$ cat config.mk
export PLATFORM = sky130hd
export DESIGN_NAME = gato_judge
export DESIGN_NICKNAME = d
export VERILOG_FILES = /design/src/rtl/gato_pkg.sv /design/src/rtl/gato_line_eval.sv /design/src/rtl/gato_judge.sv
export SDC_FILE = /design/constraint.sdc
export NUM_CORES = 1
export LEC_CHECK = 0
export CAP_MARGIN = 20
export CORE_MARGIN = 2
export CORE_UTILIZATION = 59
export DETAILED_ROUTE_END_ITERATION = 12
export GPL_ROUTABILITY_DRIVEN = 1
export PLACE_DENSITY = 0.85
export SKIP_CTS_REPAIR_TIMING = 1
export SLEW_MARGIN = 0
export SYNTH_ARGS = -nofsm -noshare
export SYNTH_HDL_FRONTEND = slang
export SYNTH_SLANG_ARGS = --single-unit
$ cat constraint.sdc
create_clock -name clk -period 5.15 [get_ports clk]
set_clock_uncertainty 0.1 [all_clocks]
set_input_delay 0.515 -clock clk [delete_from_list [all_inputs] [get_ports clk]]
set_output_delay 0.515 -clock clk [all_outputs]
set_load 0.005 [all_outputs]
$ cat src/rtl/gato_pkg.sv
// Shared types and constants for the tic-tac-toe judge: cell encoding, FSM states
// and the table of the eight winning lines.
package gato_pkg;

    localparam int N_CELLS = 9;
    localparam int N_LINES = 8;

    typedef enum logic [1:0] {
        CELL_EMPTY = 2'b00,
        CELL_X     = 2'b01,
        CELL_O     = 2'b10
    } cell_t;

    typedef enum logic {
        PLAYER_X = 1'b0,
        PLAYER_O = 1'b1
    } player_t;

    typedef enum logic [2:0] {
        ST_IDLE,
        ST_WRITE,
        ST_SCAN,
        ST_REPORT,
        ST_GAME_OVER
    } state_t;

    // Rows, then columns, then the two diagonals; the index is the reported win_line.
    localparam logic [3:0] LINES [N_LINES][3] = '{
        '{4'd0, 4'd1, 4'd2},
        '{4'd3, 4'd4, 4'd5},
        '{4'd6, 4'd7, 4'd8},
        '{4'd0, 4'd3, 4'd6},
        '{4'd1, 4'd4, 4'd7},
        '{4'd2, 4'd5, 4'd8},
        '{4'd0, 4'd4, 4'd8},
        '{4'd2, 4'd4, 4'd6}
    };

    function automatic cell_t player_mark(input logic player);
        return player ? CELL_O : CELL_X;
    endfunction

endpackage

$ cat src/rtl/gato_line_eval.sv
// Combinational check of one winning line: hit when all three cells of the
// selected line carry the given player's mark.
module gato_line_eval
    import gato_pkg::*;
(
    input  logic [2*N_CELLS-1:0] board,
    input  logic [2:0]           line_idx,
    input  logic                 player,
    output logic                 hit
);

    always_comb begin
        hit = 1'b1;
        for (int j = 0; j < 3; j++) begin
            if (board[2*LINES[line_idx][j] +: 2] != player_mark(player)) begin
                hit = 1'b0;
            end
        end
    end

endmodule

$ cat src/rtl/gato_judge.sv
// Authoritative tic-tac-toe board: accepts moves, rejects illegal ones, scans the
// eight lines one per cycle for the moving player and reports win/draw.
module gato_judge
    import gato_pkg::*;
#(
    parameter logic FIRST_PLAYER = 1'b0,
    parameter bit   WIN_PULSE    = 1'b1
) (
    input  logic        clk,
    input  logic        rst,
    input  logic        clear,
    input  logic        mov_valid,
    output logic        mov_ready,
    input  logic [3:0]  mov_cell,
    input  logic        mov_player,
    output logic        reject,
    output logic [17:0] board,
    output logic        turn,
    output logic        result_valid,
    output logic [1:0]  winner,
    output logic [2:0]  win_line,
    output logic        draw,
    output logic        game_over
);

    state_t      state_q, state_d;
    logic [17:0] board_q, board_d;
    logic        turn_q, turn_d;
    logic [3:0]  cnt_q, cnt_d;
    logic [2:0]  scan_q, scan_d;
    logic [3:0]  cell_q, cell_d;
    player_t     player_q, player_d;
    logic        hit_q, hit_d;
    logic [1:0]  winner_q, winner_d;
    logic [2:0]  win_line_q, win_line_d;
    logic        draw_q, draw_d;
    logic        game_over_q, game_over_d;
    logic        reject_q, reject_d;
    logic        result_valid_q, result_valid_d;

    logic        cell_free;
    logic        move_legal;
    logic        line_hit;

    gato_line_eval u_line_eval (
        .board    (board_q),
        .line_idx (scan_q),
        .player   (player_q),
        .hit      (line_hit)
    );

    assign mov_ready = (state_q == ST_IDLE) && !game_over_q;

    // Out-of-range cells never match an index, so they read as not free.
    always_comb begin
        cell_free = 1'b0;
        for (int i = 0; i < N_CELLS; i++) begin
            if (mov_cell == 4'(i)) begin
                cell_free = (board_q[2*i +: 2] == CELL_EMPTY);
            end
        end
    end

    assign move_legal = cell_free && (mov_player == turn_q);

    always_comb begin
        state_d        = state_q;
        board_d        = board_q;
        turn_d         = turn_q;
        cnt_d          = cnt_q;
        scan_d         = scan_q;
        cell_d         = cell_q;
        player_d       = player_q;
        hit_d          = hit_q;
        winner_d       = winner_q;
        win_line_d     = win_line_q;
        draw_d         = draw_q;
        game_over_d    = game_over_q;
        reject_d       = 1'b0;
        result_valid_d = (!WIN_PULSE && state_q == ST_GAME_OVER) ? result_valid_q : 1'b0;

        case (state_q)
            ST_IDLE: begin
                if (mov_valid && mov_ready) begin
                    if (move_legal) begin
                        cell_d   = mov_cell;
                        player_d = player_t'(mov_player);
                        state_d  = ST_WRITE;
                    end else begin
                        reject_d = 1'b1;
                    end
                end
            end
            ST_WRITE: begin
                for (int i = 0; i < N_CELLS; i++) begin
                    if (cell_q == 4'(i)) begin
                        board_d[2*i +: 2] = player_mark(player_q);
                    end
                end
                turn_d  = ~turn_q;
                cnt_d   = cnt_q + 4'd1;
                scan_d  = 3'd0;
                hit_d   = 1'b0;
                state_d = ST_SCAN;
            end
            ST_SCAN: begin
                if (line_hit) begin
                    hit_d   = 1'b1;
                    state_d = ST_REPORT;
                end else if (scan_q == 3'd7) begin
                    state_d = ST_REPORT;
                end else begin
                    scan_d = scan_q + 3'd1;
                end
            end
            ST_REPORT: begin
                result_valid_d = 1'b1;
                if (hit_q) begin
                    winner_d    = player_mark(player_q);
                    win_line_d  = scan_q;
                    game_over_d = 1'b1;
                    state_d     = ST_GAME_OVER;
                end else if (cnt_q == 4'd9) begin
                    draw_d      = 1'b1;
                    game_over_d = 1'b1;
                    state_d     = ST_GAME_OVER;
                end else begin
                    state_d = ST_IDLE;
                end
            end
            ST_GAME_OVER: begin
                state_d = ST_GAME_OVER;
            end
            default: begin
                state_d = ST_IDLE;
            end
        endcase

        // A new-game request wins over anything in flight, including a scan.
        if (clear) begin
            state_d        = ST_IDLE;
            board_d        = '0;
            turn_d         = FIRST_PLAYER;
            cnt_d          = '0;
            scan_d         = '0;
            hit_d          = 1'b0;
            winner_d       = 2'b00;
            win_line_d     = 3'd0;
            draw_d         = 1'b0;
            game_over_d    = 1'b0;
            reject_d       = 1'b0;
            result_valid_d = 1'b0;
        end
    end

    always_ff @(posedge clk) begin
        if (!rst) begin
            state_q        <= ST_IDLE;
            board_q        <= '0;
            turn_q         <= FIRST_PLAYER;
            cnt_q          <= '0;
            scan_q         <= '0;
            cell_q         <= '0;
            player_q       <= PLAYER_X;
            hit_q          <= 1'b0;
            winner_q       <= 2'b00;
            win_line_q     <= 3'd0;
            draw_q         <= 1'b0;
            game_over_q    <= 1'b0;
            reject_q       <= 1'b0;
            result_valid_q <= 1'b0;
        end else begin
            state_q        <= state_d;
            board_q        <= board_d;
            turn_q         <= turn_d;
            cnt_q          <= cnt_d;
            scan_q         <= scan_d;
            cell_q         <= cell_d;
            player_q       <= player_d;
            hit_q          <= hit_d;
            winner_q       <= winner_d;
            win_line_q     <= win_line_d;
            draw_q         <= draw_d;
            game_over_q    <= game_over_d;
            reject_q       <= reject_d;
            result_valid_q <= result_valid_d;
        end
    end

    assign board        = board_q;
    assign turn         = turn_q;
    assign reject       = reject_q;
    assign result_valid = result_valid_q;
    assign winner       = winner_q;
    assign win_line     = win_line_q;
    assign draw         = draw_q;
    assign game_over    = game_over_q;

endmodule

==> impl_metrics.csv <==
group,metric,value,unit
power,power.leakage,0.001097,uW
cts,tritoncts,"yes",
power,vdd_drop_max,0.0001929,V
setup_path,path_class,"reg -> reg",
setup_path,critPathMostFrequentCell,"o31ai_2",
cells_and_area,area_growth,14.02,%
floorplan,dieHeight,72.60,um
cells_and_area,diodes,0,
setup_path,crit_chain,"inv_1, ha_1, mux2i_2, mux2i_1, o22ai_1, o31ai_2, nor4b_4, mux2_4, o2111ai_1, o31ai_2",
timing,fmax,294.4,MHz
floorplan,num_rows,24,
timing,relSlewSlack,48.65,%
timing,drv_slew,0,
floorplan,core_region_area,0.004444,mm^2
global_route,met3_usage,4.558,%
cells_and_area,nNetsFinal,352,
drt,drtPass1Iterations,4,
cts,cts.path.max_buffers,2,
floorplan,die_w,72.60,um
cts,clock-sinks,44,
floorplan,start_util,62.47,%
synthesis,yosysWarnings,0,
setup_path,critical_path_required,5230,ps
drt,vias,2328,
synthesis,synth_area_leaders,"dfxtp_1, mux2i_1, nor2_1, a21oi_1, ha_1",
cts,clk_pin_slew,80,ps
floorplan,io_pins,38,
drt,route.detailed.drc,0,
cells_and_area,final_util,71.23,%
placement,dp_hpwl,4.689,mm
global_route,antenna_found_initial,0,
timing,hold_violations,0,
synthesis,ys_seq_area_share,31.73,%
global_route,overflow,0,
synthesis,synthesis.nets,326,
synthesis,synth-seq-cells,44,
synthesis,synth_top_area_share,31.73,%
synthesis,synthDistinctLibCells,67,
global_route,grtUsageTotal,25.73,%
cts,numCtsBuffers,5,
timing,final.setup.tns,0,ps
drt,avgRoutedWirePerCell,16.63,um
global_route,first_global_vias,2159,
timing,fin_crit_sh,65.96,%
cells_and_area,drive_gt1_share,10.45,%
run_status,status,"completed",
drt,drt.antenna.violating_nets,0,
synthesis,syn-cell-area,0.002776,mm^2
cts,ctsHtreeMaxLevel,2,
global_route,met2_usage,42.32,%
global_route,use_met1,35.42,%
placement,port_buffers,37,
setup_path,slowest_delay,620,ps
synthesis,async_flop_share,0,%
drt,dr.first_iter.drc_count,204,
hold_path,hold_path_class,"reg -> reg",
synthesis,synth_ff_type,"dfxtp_1",
setup_path,cp-end-kind,"flop",
synthesis,avgSynthCellArea,9.014,um^2
global_route,grt_max_degree,27,
synthesis,yosysTopAreaCell,"dfxtp_1",
drt,wl,6.437,mm
timing,finalSetupViolations,0,
floorplan,dieArea,0.005271,mm^2
cts,clockRootBuffer,"clkbuf_8",
timing,rsz0062_at_grt,"false",
synthesis,synth-edff-count,0,
drt,avgViaCountPerCell,6.016,
timing,fin_crit,3397,ps
synthesis,syn_inst,308,
setup_path,cp.arrival,3470,ps
setup_path,cp-start-kind,"flop",
timing,tightest_slew,759.5,ps
run,drv_cap,0,
setup_path,cp_slowest_cell,"dfxtp_1",
global_route,grt_pass1_wl,10.58,mm
setup_path,cp_max_fo,18,
placement,gp_congestion,0.9153,
power,power_density,192.9,mW/mm^2
global_route,grt-busiest-layer,"met2",
cells_and_area,fillers,355,
cts,clk_latency,300,ps
-- worst max-delay path, delay by kind of cell, from the launching register on --
kind	cells	cell delay (ps)
fa+ha+maj	1	540
mux	3	930
simple gates	1	80
compound gates	4	790
flops	1	620
buf+inv	1	200
-- routing by layer --
layer / routed length (um) / share of wire [%]
met1: 2950 / 46
met2: 3021 / 47
met3: 413 / 6.4
met4: 52 / 0.81
met5: 0 / 0
-- through the flow --
stage / area [um^2] / instances / hold slack, ps / worst slack [ps] / total power, uW
floorplan: 2776 / 308 / 351.9 / 2277 / 376.8
global placement: 3072 / 379 / 349.9 / 1890 / 388.2
detailed placement: 3072 / 379 / 366.8 / 1775 / 388.8
CTS: 3166 / 387 / 387.2 / 1760 / 614.4
global route: 3166 / 387 / 415.5 / 1462 / 632.4
finish: 3166 / 387 / 379.6 / 1753 / 610.5
-- cell usage after synthesis, types with 3 or more instances --
| cell | count |
|---|---|
| nor3_1 | 9 |
| mux2_2 | 4 |
| xnor2_1 | 4 |
| clkbuf_1 | 7 |
| buf_2 | 4 |
| a211oi_1 | 3 |
| nand3_1 | 9 |
| nand3b_1 | 3 |
| nor4_1 | 4 |
| nand2b_1 | 5 |
| nand2_1 | 14 |
| nor3b_1 | 4 |
| nor2b_1 | 8 |
| buf_6 | 4 |
| nor2_1 | 56 |
| o21ai_0 | 3 |
| mux2i_1 | 30 |
| a21oi_1 | 23 |
| inv_1 | 4 |
| dfxtp_1 | 44 |
| ha_1 | 9 |
-- sequential cells by signal, indices dropped and copies added, names as in the netlist --
signal and count:
reject 1, draw 1, hit_q 1, scan_q 3
turn 1, board 18, result_valid 1, state_q 3
cnt_q 4, game_over 1, cell_q 4, player_q 1
winner 2, win_line 3
-- logic make-up (layout without fill, tap and decap cells) --
family / count (synthesis) / in the layout / share of synthesized area, %
and+or+nand+nor: 132 / 132 / 25.82
AOI/OAI and AO/OA: 51 / 51 / 13.16
DFF: 44 / 44 / 31.73
muxes: 41 / 41 / 17.21
buffers and inverters: 25 / 52 / 6.128
adders and majority gates: 9 / 9 / 4.056
xor gates and xnor gates: 6 / 6 / 1.893
-- placed cells by master, fill, tap and decap left out, types with 4 or more instances in the layout --
cell,instances
nand2_1,14
a21oi_1,23
dfxtp_1,44
nor2_1,56
clkdlybuf4s50_1,37
clkbuf_8,6
xnor2_1,4
inv_1,4
mux2i_1,30
nand2b_1,5
ha_1,9
nand3_1,9
mux2_2,4
nor3_1,9
nor4_1,4
nor2b_1,8
nor3b_1,4
-- cell type report --
| cell class | instances | area (um^2) | share of cell area (%) |
|---|---|---|---|
| clock buffer | 7 | 86.33 | 2.727 |
| clock inverter | 1 | 7.507 | 0.2372 |
| inverter | 6 | 22.52 | 0.7115 |
| multi-input combinational | 239 | 1725 | 54.51 |
| sequential | 44 | 880.8 | 27.83 |
| tap | 52 | 65.06 | 2.055 |
| timing repair buffer | 38 | 377.9 | 11.94 |
-- path summary, 6_finish.rpt --
path	from	to	slack, ps	cells after the start
min reg2reg	draw	draw	380	2
max reg2reg	scan_q[0]	scan_q[0]	1750	10
max	scan_q[0]	scan_q[0]	1750	10
min	draw	draw	380	2
-- report_power, final --
part | total [uW] | leakage, uW | switching [uW] | internal, uW
logic | 35.0 | 0.000698 | 18.7 | 16.3
registers | 346 | 0.000355 | 4.19 | 342
clock network | 229 | 0.0000445 | 120 | 109
total | 611 | 0.00110 | 143 | 468
Note: power is estimated with default switching activity, not from simulation.
==> RTL change 1 (same flow settings) <==
Reset style: asynchronous (`rst`), changed in one clocked block.
--- a/src/rtl/gato_judge.sv
+++ b/src/rtl/gato_judge.sv
@@ -154,5 +154,5 @@
     end
 
-    always_ff @(posedge clk) begin
+    always_ff @(posedge clk or negedge rst) begin
         if (!rst) begin
             state_q        <= ST_IDLE;
Function: differs if rst is asserted again (counterexample within 4 cycles, from zero or initial values and one cycle with rst low); with rst held inactive, the same outputs for 10 cycles.
==> RTL change 1 against the unedited design <==
The run now ends with negative hold slack left; sequential cell count is the same; synthesized area increased by 4.6%; non-clock buffer count rose by 3; synthesized cell count is 5.5% higher; first-iteration DRC count increased by 75%; worst setup slack got worse by 0.20 ns; critical path depth stayed put; via count increased by 14%; design area is 7.7% higher; wire length up 12%; cell count up 8.5%.
Power is not compared: it rests on default switching activity, and its combinational part moved more than twofold at a synthesized area within 25%.
==> RTL change 1: results (changes against the unedited design) <==
stage	metric	value	unit	change
drt	routed via count	2645		+14%
clock_network	Root Driver	clkbuf_8		
global_route	Tot GR Track Use	28.50	%	+2.8 points
drt	DRC	0		unchanged
power_and_ir_drop	Pint	0.6127	mW	
critical_path	cell with the largest stage delay on the worst path	ha_1		
critical_path	Reg2Reg Launch Point	scan_q[0]		
sta	worst hold slack	-0.007325	ns	-0.3869 ns
place	routability cong.	0.9471		+3.5%
clock_network	clock tree buffer depth	2		unchanged
logic_synthesis	area share of xor/xnor cells in the synthesized design	1.810	%	-0.083 points
logic_synthesis	Seq/Total Area, Yosys	37.91	%	+6.2 points
global_route	largest net degree at the start of global routing	45		+67%
sta	Worst Tran Pin Value	0.9606	ns	+0.2011 ns
global_route	first-pass GRT wire length	11870	µm	+12%
logic_synthesis	main area contributors after synthesis	dfrtp_1 38%, nor2_1 5.6%, a21oi_1 5.5%		
logic_synthesis	Unique masters post-synth	60		-10%
logic_synthesis	synth cell count leaders	44 x dfrtp_1, 43 x nor2_1, 32 x a21oi_1		
logic_synthesis	YS warnings	0		unchanged
logic_synthesis	adder-cell share of the synthesized area	3.016	%	-1.0 points
min_path	Hold Path Class	in -> async		
logic_synthesis	post-synthesis compound-gate area fraction	17.92	%	+4.8 points
place	DP Area	3264	µm²	+6.3%
drt	Iter 0 DRT Violations	357		+75%
critical_path	RR Endpoint	scan_q[1]		
clock_network	H-tree depth	2		unchanged
logic_synthesis	post-synthesis mux area share	10.81	%	-6.4 points
global_route	vias in the first global route	2346		+8.7%
critical_path	CP arrival	3.67	ns	+0.20 ns
drt	WL per Instance	17.15	µm	+3.1%
critical_path	crit-path max FO	20		+2
outcome	status	finished with violations		
logic_synthesis	Synth area leader	dfrtp_1		
place	input/output buffers	37		unchanged
power_and_ir_drop	maximum VDD drop	0.2142	mV	
logic_synthesis	share of synthesized registers carrying an async set or reset	100.0	%	+100 points
logic_synthesis	synthesized area per cell	8.935	µm²	-0.87%
finish	antenna cells	0		unchanged
outcome	failing checks	negative hold slack		
logic_synthesis	Net Count, Synth	341		+4.6%
critical_path	CP peak stage delay	0.80	ns	+0.18 ns
drt	drt first pass iters	5		+1
finish	flip-flop count of the largest register after layout	18		unchanged
finish	share of layout cells above drive strength 1	10.76	%	+0.32 points
power_and_ir_drop	Pleak	1.365	nW	
clock_network	Worst-Skew Late Latency	0.30	ns	about the same
place	Final HPWL DP	4970	µm	+6.0%
finish	non-filler cells, final	420		+8.5%
logic_synthesis	Post-synth EDFFs	0		unchanged
power_and_ir_drop	seq pwr	0.386	mW	
clock_network	CTS Buf Count	5		unchanged
finish	layout filler cell count	367		+3.4%
place	Placed Cells	410		+8.2%
sta	Final Hold Fails	12		+12
finish	Nets	368		+4.5%
power_and_ir_drop	clock network fraction of total power	30.9	%	
critical_path	worst reg-to-reg setup slack	1.55	ns	-0.20 ns
## RTL change 1: how the worst max path moves through the flow
stage / start / endpoint / slack (ns) / depth (start not counted)
5_1_grt: scan_q[1] / scan_q[1] / 1.29 / 9
4_1_cts: scan_q[1] / scan_q[1] / 1.59 / 9
2_1_floorplan: scan_q[0] / scan_q[1] / 2.22 / 12
3_5_place_dp: scan_q[1] / scan_q[1] / 1.61 / 9
6_report: scan_q[0] / scan_q[1] / 1.55 / 10
3_3_place_gp: scan_q[1] / scan_q[1] / 1.68 / 9
## RTL change 1: per-stage QoR
step                      setup slack, ns  hold slack, ns  util [%]  power, mW
final                               1.554       -0.007325     72.21     0.9003
after CTS                           1.587          0.2892     71.68     0.9002
after floorplan                     2.222          0.1194         -     0.5791
after detailed placement            1.607          0.3910     69.11     0.6233
after global routing                1.290        0.003245     72.21     0.9443
after global placement              1.681          0.3801     69.11     0.6181
## RTL change 1: area by class of cell
type	count	area (µm²)	area share (%)
sequential	44	1101	32.28
multi-input combinational	254	1677	49.16
clock inverter	2	38.79	1.137
timing repair buffer	41	405.4	11.89
inverter	6	22.52	0.6603
tap	67	83.83	2.458
clock buffer	6	82.58	2.421
## RTL change 1: routing by layer
layer | GRT usage [%] | wire, µm
met5 | 0 | 0
met4 | 10.30 | 157
met3 | 4.607 | 441
met2 | 42.56 | 3352
met1 | 42.20 | 3250
## RTL change 1: worst max-delay path, delay by kind of cell (launching register included)
family	cells	cell delay [ns]
DFF	1	0.45
adders and majority gates	1	0.80
AOI/OAI and AO/OA	5	0.79
and+or+nand+nor	3	1.01
buffers and inverters	1	0.29
==> RTL change 2 (config.mk and constraints unchanged) <==
Made on the original files. `FIRST_PLAYER`: 1'b0 -> 1'b1.
--- a/src/rtl/gato_judge.sv
+++ b/src/rtl/gato_judge.sv
@@ -4,5 +4,5 @@
     import gato_pkg::*;
 #(
-    parameter logic FIRST_PLAYER = 1'b0,
+    parameter logic FIRST_PLAYER = 1'b1,
     parameter bit   WIN_PULSE    = 1'b1
 ) (
Formal check against the unedited RTL: not equivalent (a bounded check fails within 4 cycles, from zero or initial values and one cycle with rst low).
==> RTL change 2 against the unedited design <==
Design area is 6.8% lower; largest power group unchanged; power is 5.4% higher; cell count is 6.2% lower; highest routed layer unchanged; wire length is 6.8% lower; critical endpoint is now state_q[0]; synthesized area is 9.3% lower; sequential cell count stayed put; worst setup slack better by 0.14 ns; largest cell class unchanged.
==> RTL change 2: results (changes against the unedited design) <==
stage	metric	value	unit	change
global_route	first-pass GRT wire length	10310	µm	-2.6%
global_route	initial antenna violation count	0		unchanged
power_and_ir_drop	Pint	0.5016	mW	+7.3%
place	Placed Cells	355		-6.3%
global_route	GR Util met3	4.942	%	+0.38 points
logic_synthesis	synth cell count leaders	61 x nor2_1, 44 x dfxtp_1, 20 x a21oi_1, 20 x mux2i_1, 13 x nand2_1		
place	Final HPWL DP	4332	µm	-7.6%
finish	share of layout cells above drive strength 1	10.22	%	-0.22 points
clock_network	clock tree buffer depth	2		unchanged
sta	Worst Tran Pin Value	0.8015	ns	+0.04198 ns
place	routability cong.	0.9850		+7.6%
global_route	vias in the first global route	2159		unchanged
outcome	status	finished, final reports clean		
min_path	Hold Path Class	reg -> reg		
finish	antenna cells	0		unchanged
logic_synthesis	Net Count, Synth	302		-7.4%
clock_network	Root Driver	clkbuf_8		
drt	WL per Instance	16.53	µm	-0.61%
logic_synthesis	Cells after Synth	284		-7.8%
critical_path	CP peak stage delay	0.53	ns	-0.09 ns
critical_path	cell with the largest stage delay on the worst path	dfxtp_1		
logic_synthesis	Unique masters post-synth	49		-27%
finish	Finished Cell Area	2950	µm²	-6.8%
power_and_ir_drop	Pleak	1.002	nW	-8.6%
drt	drt first pass iters	4		unchanged
power_and_ir_drop	maximum VDD drop	0.1909	mV	-1.1%
critical_path	CP arrival	3.38	ns	-0.09 ns
place	DP Area	2843	µm²	-7.5%
finish	flip-flop count of the largest register after layout	18		unchanged
critical_path	Setup crit end	state_q[0]		
logic_synthesis	Seq/Total Area, Yosys	34.99	%	+3.3 points
global_route	GR Util met2	40.06	%	-2.3 points
global_route	met1 Use GR	36.46	%	+1.0 points
finish	layout filler cell count	303		-15%
logic_synthesis	share of synthesized registers carrying an async set or reset	0	%	unchanged
global_route	largest net degree at the start of global routing	36		+33%
finish	Nets	330		-6.3%
clock_network	CTS Buf Count	5		unchanged
global_route	Tot GR Track Use	26.39	%	+0.67 points
logic_synthesis	YS warnings	0		unchanged
clock_network	Clk pin slew, worst setup/hold paths	0.08	ns	about the same
global_route	grt ovf	0		unchanged
critical_path	Worst Setup SP	scan_q[1]		
clock_network	H-tree depth	2		unchanged
logic_synthesis	main area contributors after synthesis	dfxtp_1 35%, nor2_1 9.1%, mux2i_1 8.0%		
place	input/output buffers	37		unchanged
drt	Iter 0 DRT Violations	198		-2.9%
critical_path	crit-path max FO	9		-9
critical_path	worst reg-to-reg setup slack	1.89	ns	+0.14 ns
drt	final WL	6001	µm	-6.8%
drt	routed via count	2208		-5.2%
[RTL change 2: through the flow]
step / setup slack, ns / hold slack [ns] / power (mW)
after floorplan: 2.199 / 0.3650 / 0.3747
after global placement: 2.034 / 0.3532 / 0.3864
after detailed placement: 1.931 / 0.3792 / 0.3870
after CTS: 1.925 / 0.4003 / 0.6436
after global routing: 1.671 / 0.4361 / 0.6635
final: 1.891 / 0.3944 / 0.6434
[RTL change 2: worst reg2reg max path: cells and delay by family (launching register included)]
family                   cells  cell delay, ns
buffers and inverters        1            0.18
adder cells (fa/ha/maj)      1            0.29
flip-flops                   1            0.53
AND/OR/NAND/NOR              1            0.20
AO/OA/AOI/OAI                2            0.60
multiplexers                 3            1.28
[RTL change 2: kinds of logic after synthesis]
logic type	after synthesis	synth area share, %
AND/OR/NAND/NOR	129	25.20
flip-flops	44	34.99
AO/OA/AOI/OAI	40	10.79
multiplexers	35	17.45
buffers and inverters	21	5.019
adder cells (fa/ha/maj)	9	4.473
XOR/XNOR	6	2.087
[RTL change 2: cell type report]
class | count | area share [%]
inverters | 5 | 0.6361
flip-flops and latches | 44 | 29.86
well taps | 50 | 2.120
clock buffers | 6 | 2.460
clock inverters | 2 | 1.187
repair buffers | 37 | 12.55
multi-input cells | 219 | 51.19
[RTL change 2: power by group through the flow]
stage                     combinational [mW]  sequential, mW  clock (mW)
after detailed placement              0.0325           0.355           0
final                                 0.0329           0.347       0.264
after floorplan                       0.0234           0.351           0
after global placement                0.0320           0.354           0
after CTS                             0.0326           0.347       0.264
after global routing                  0.0360           0.347       0.280
[RTL change 2: routing by layer]
| layer | vias up | wire, µm |
|---|---|---|
| li1 | 1065 | - |
| met1 | 1003 | 2723 |
| met2 | 119 | 2631 |
| met3 | 21 | 497 |
| met4 | 0 | 148 |
| met5 | - | 0 |
[RTL change 2: how the worst min path moves through the flow]
| stage | from | endpoint | depth (start not counted) |
|---|---|---|---|
| after global routing | winner[0] | winner[0] | 2 |
| after floorplan | draw | draw | 2 |
| after global placement | draw | draw | 2 |
| after detailed placement | win_line[1] | win_line[1] | 2 |
| final | winner[0] | winner[0] | 2 |
| after CTS | win_line[1] | win_line[1] | 2 |
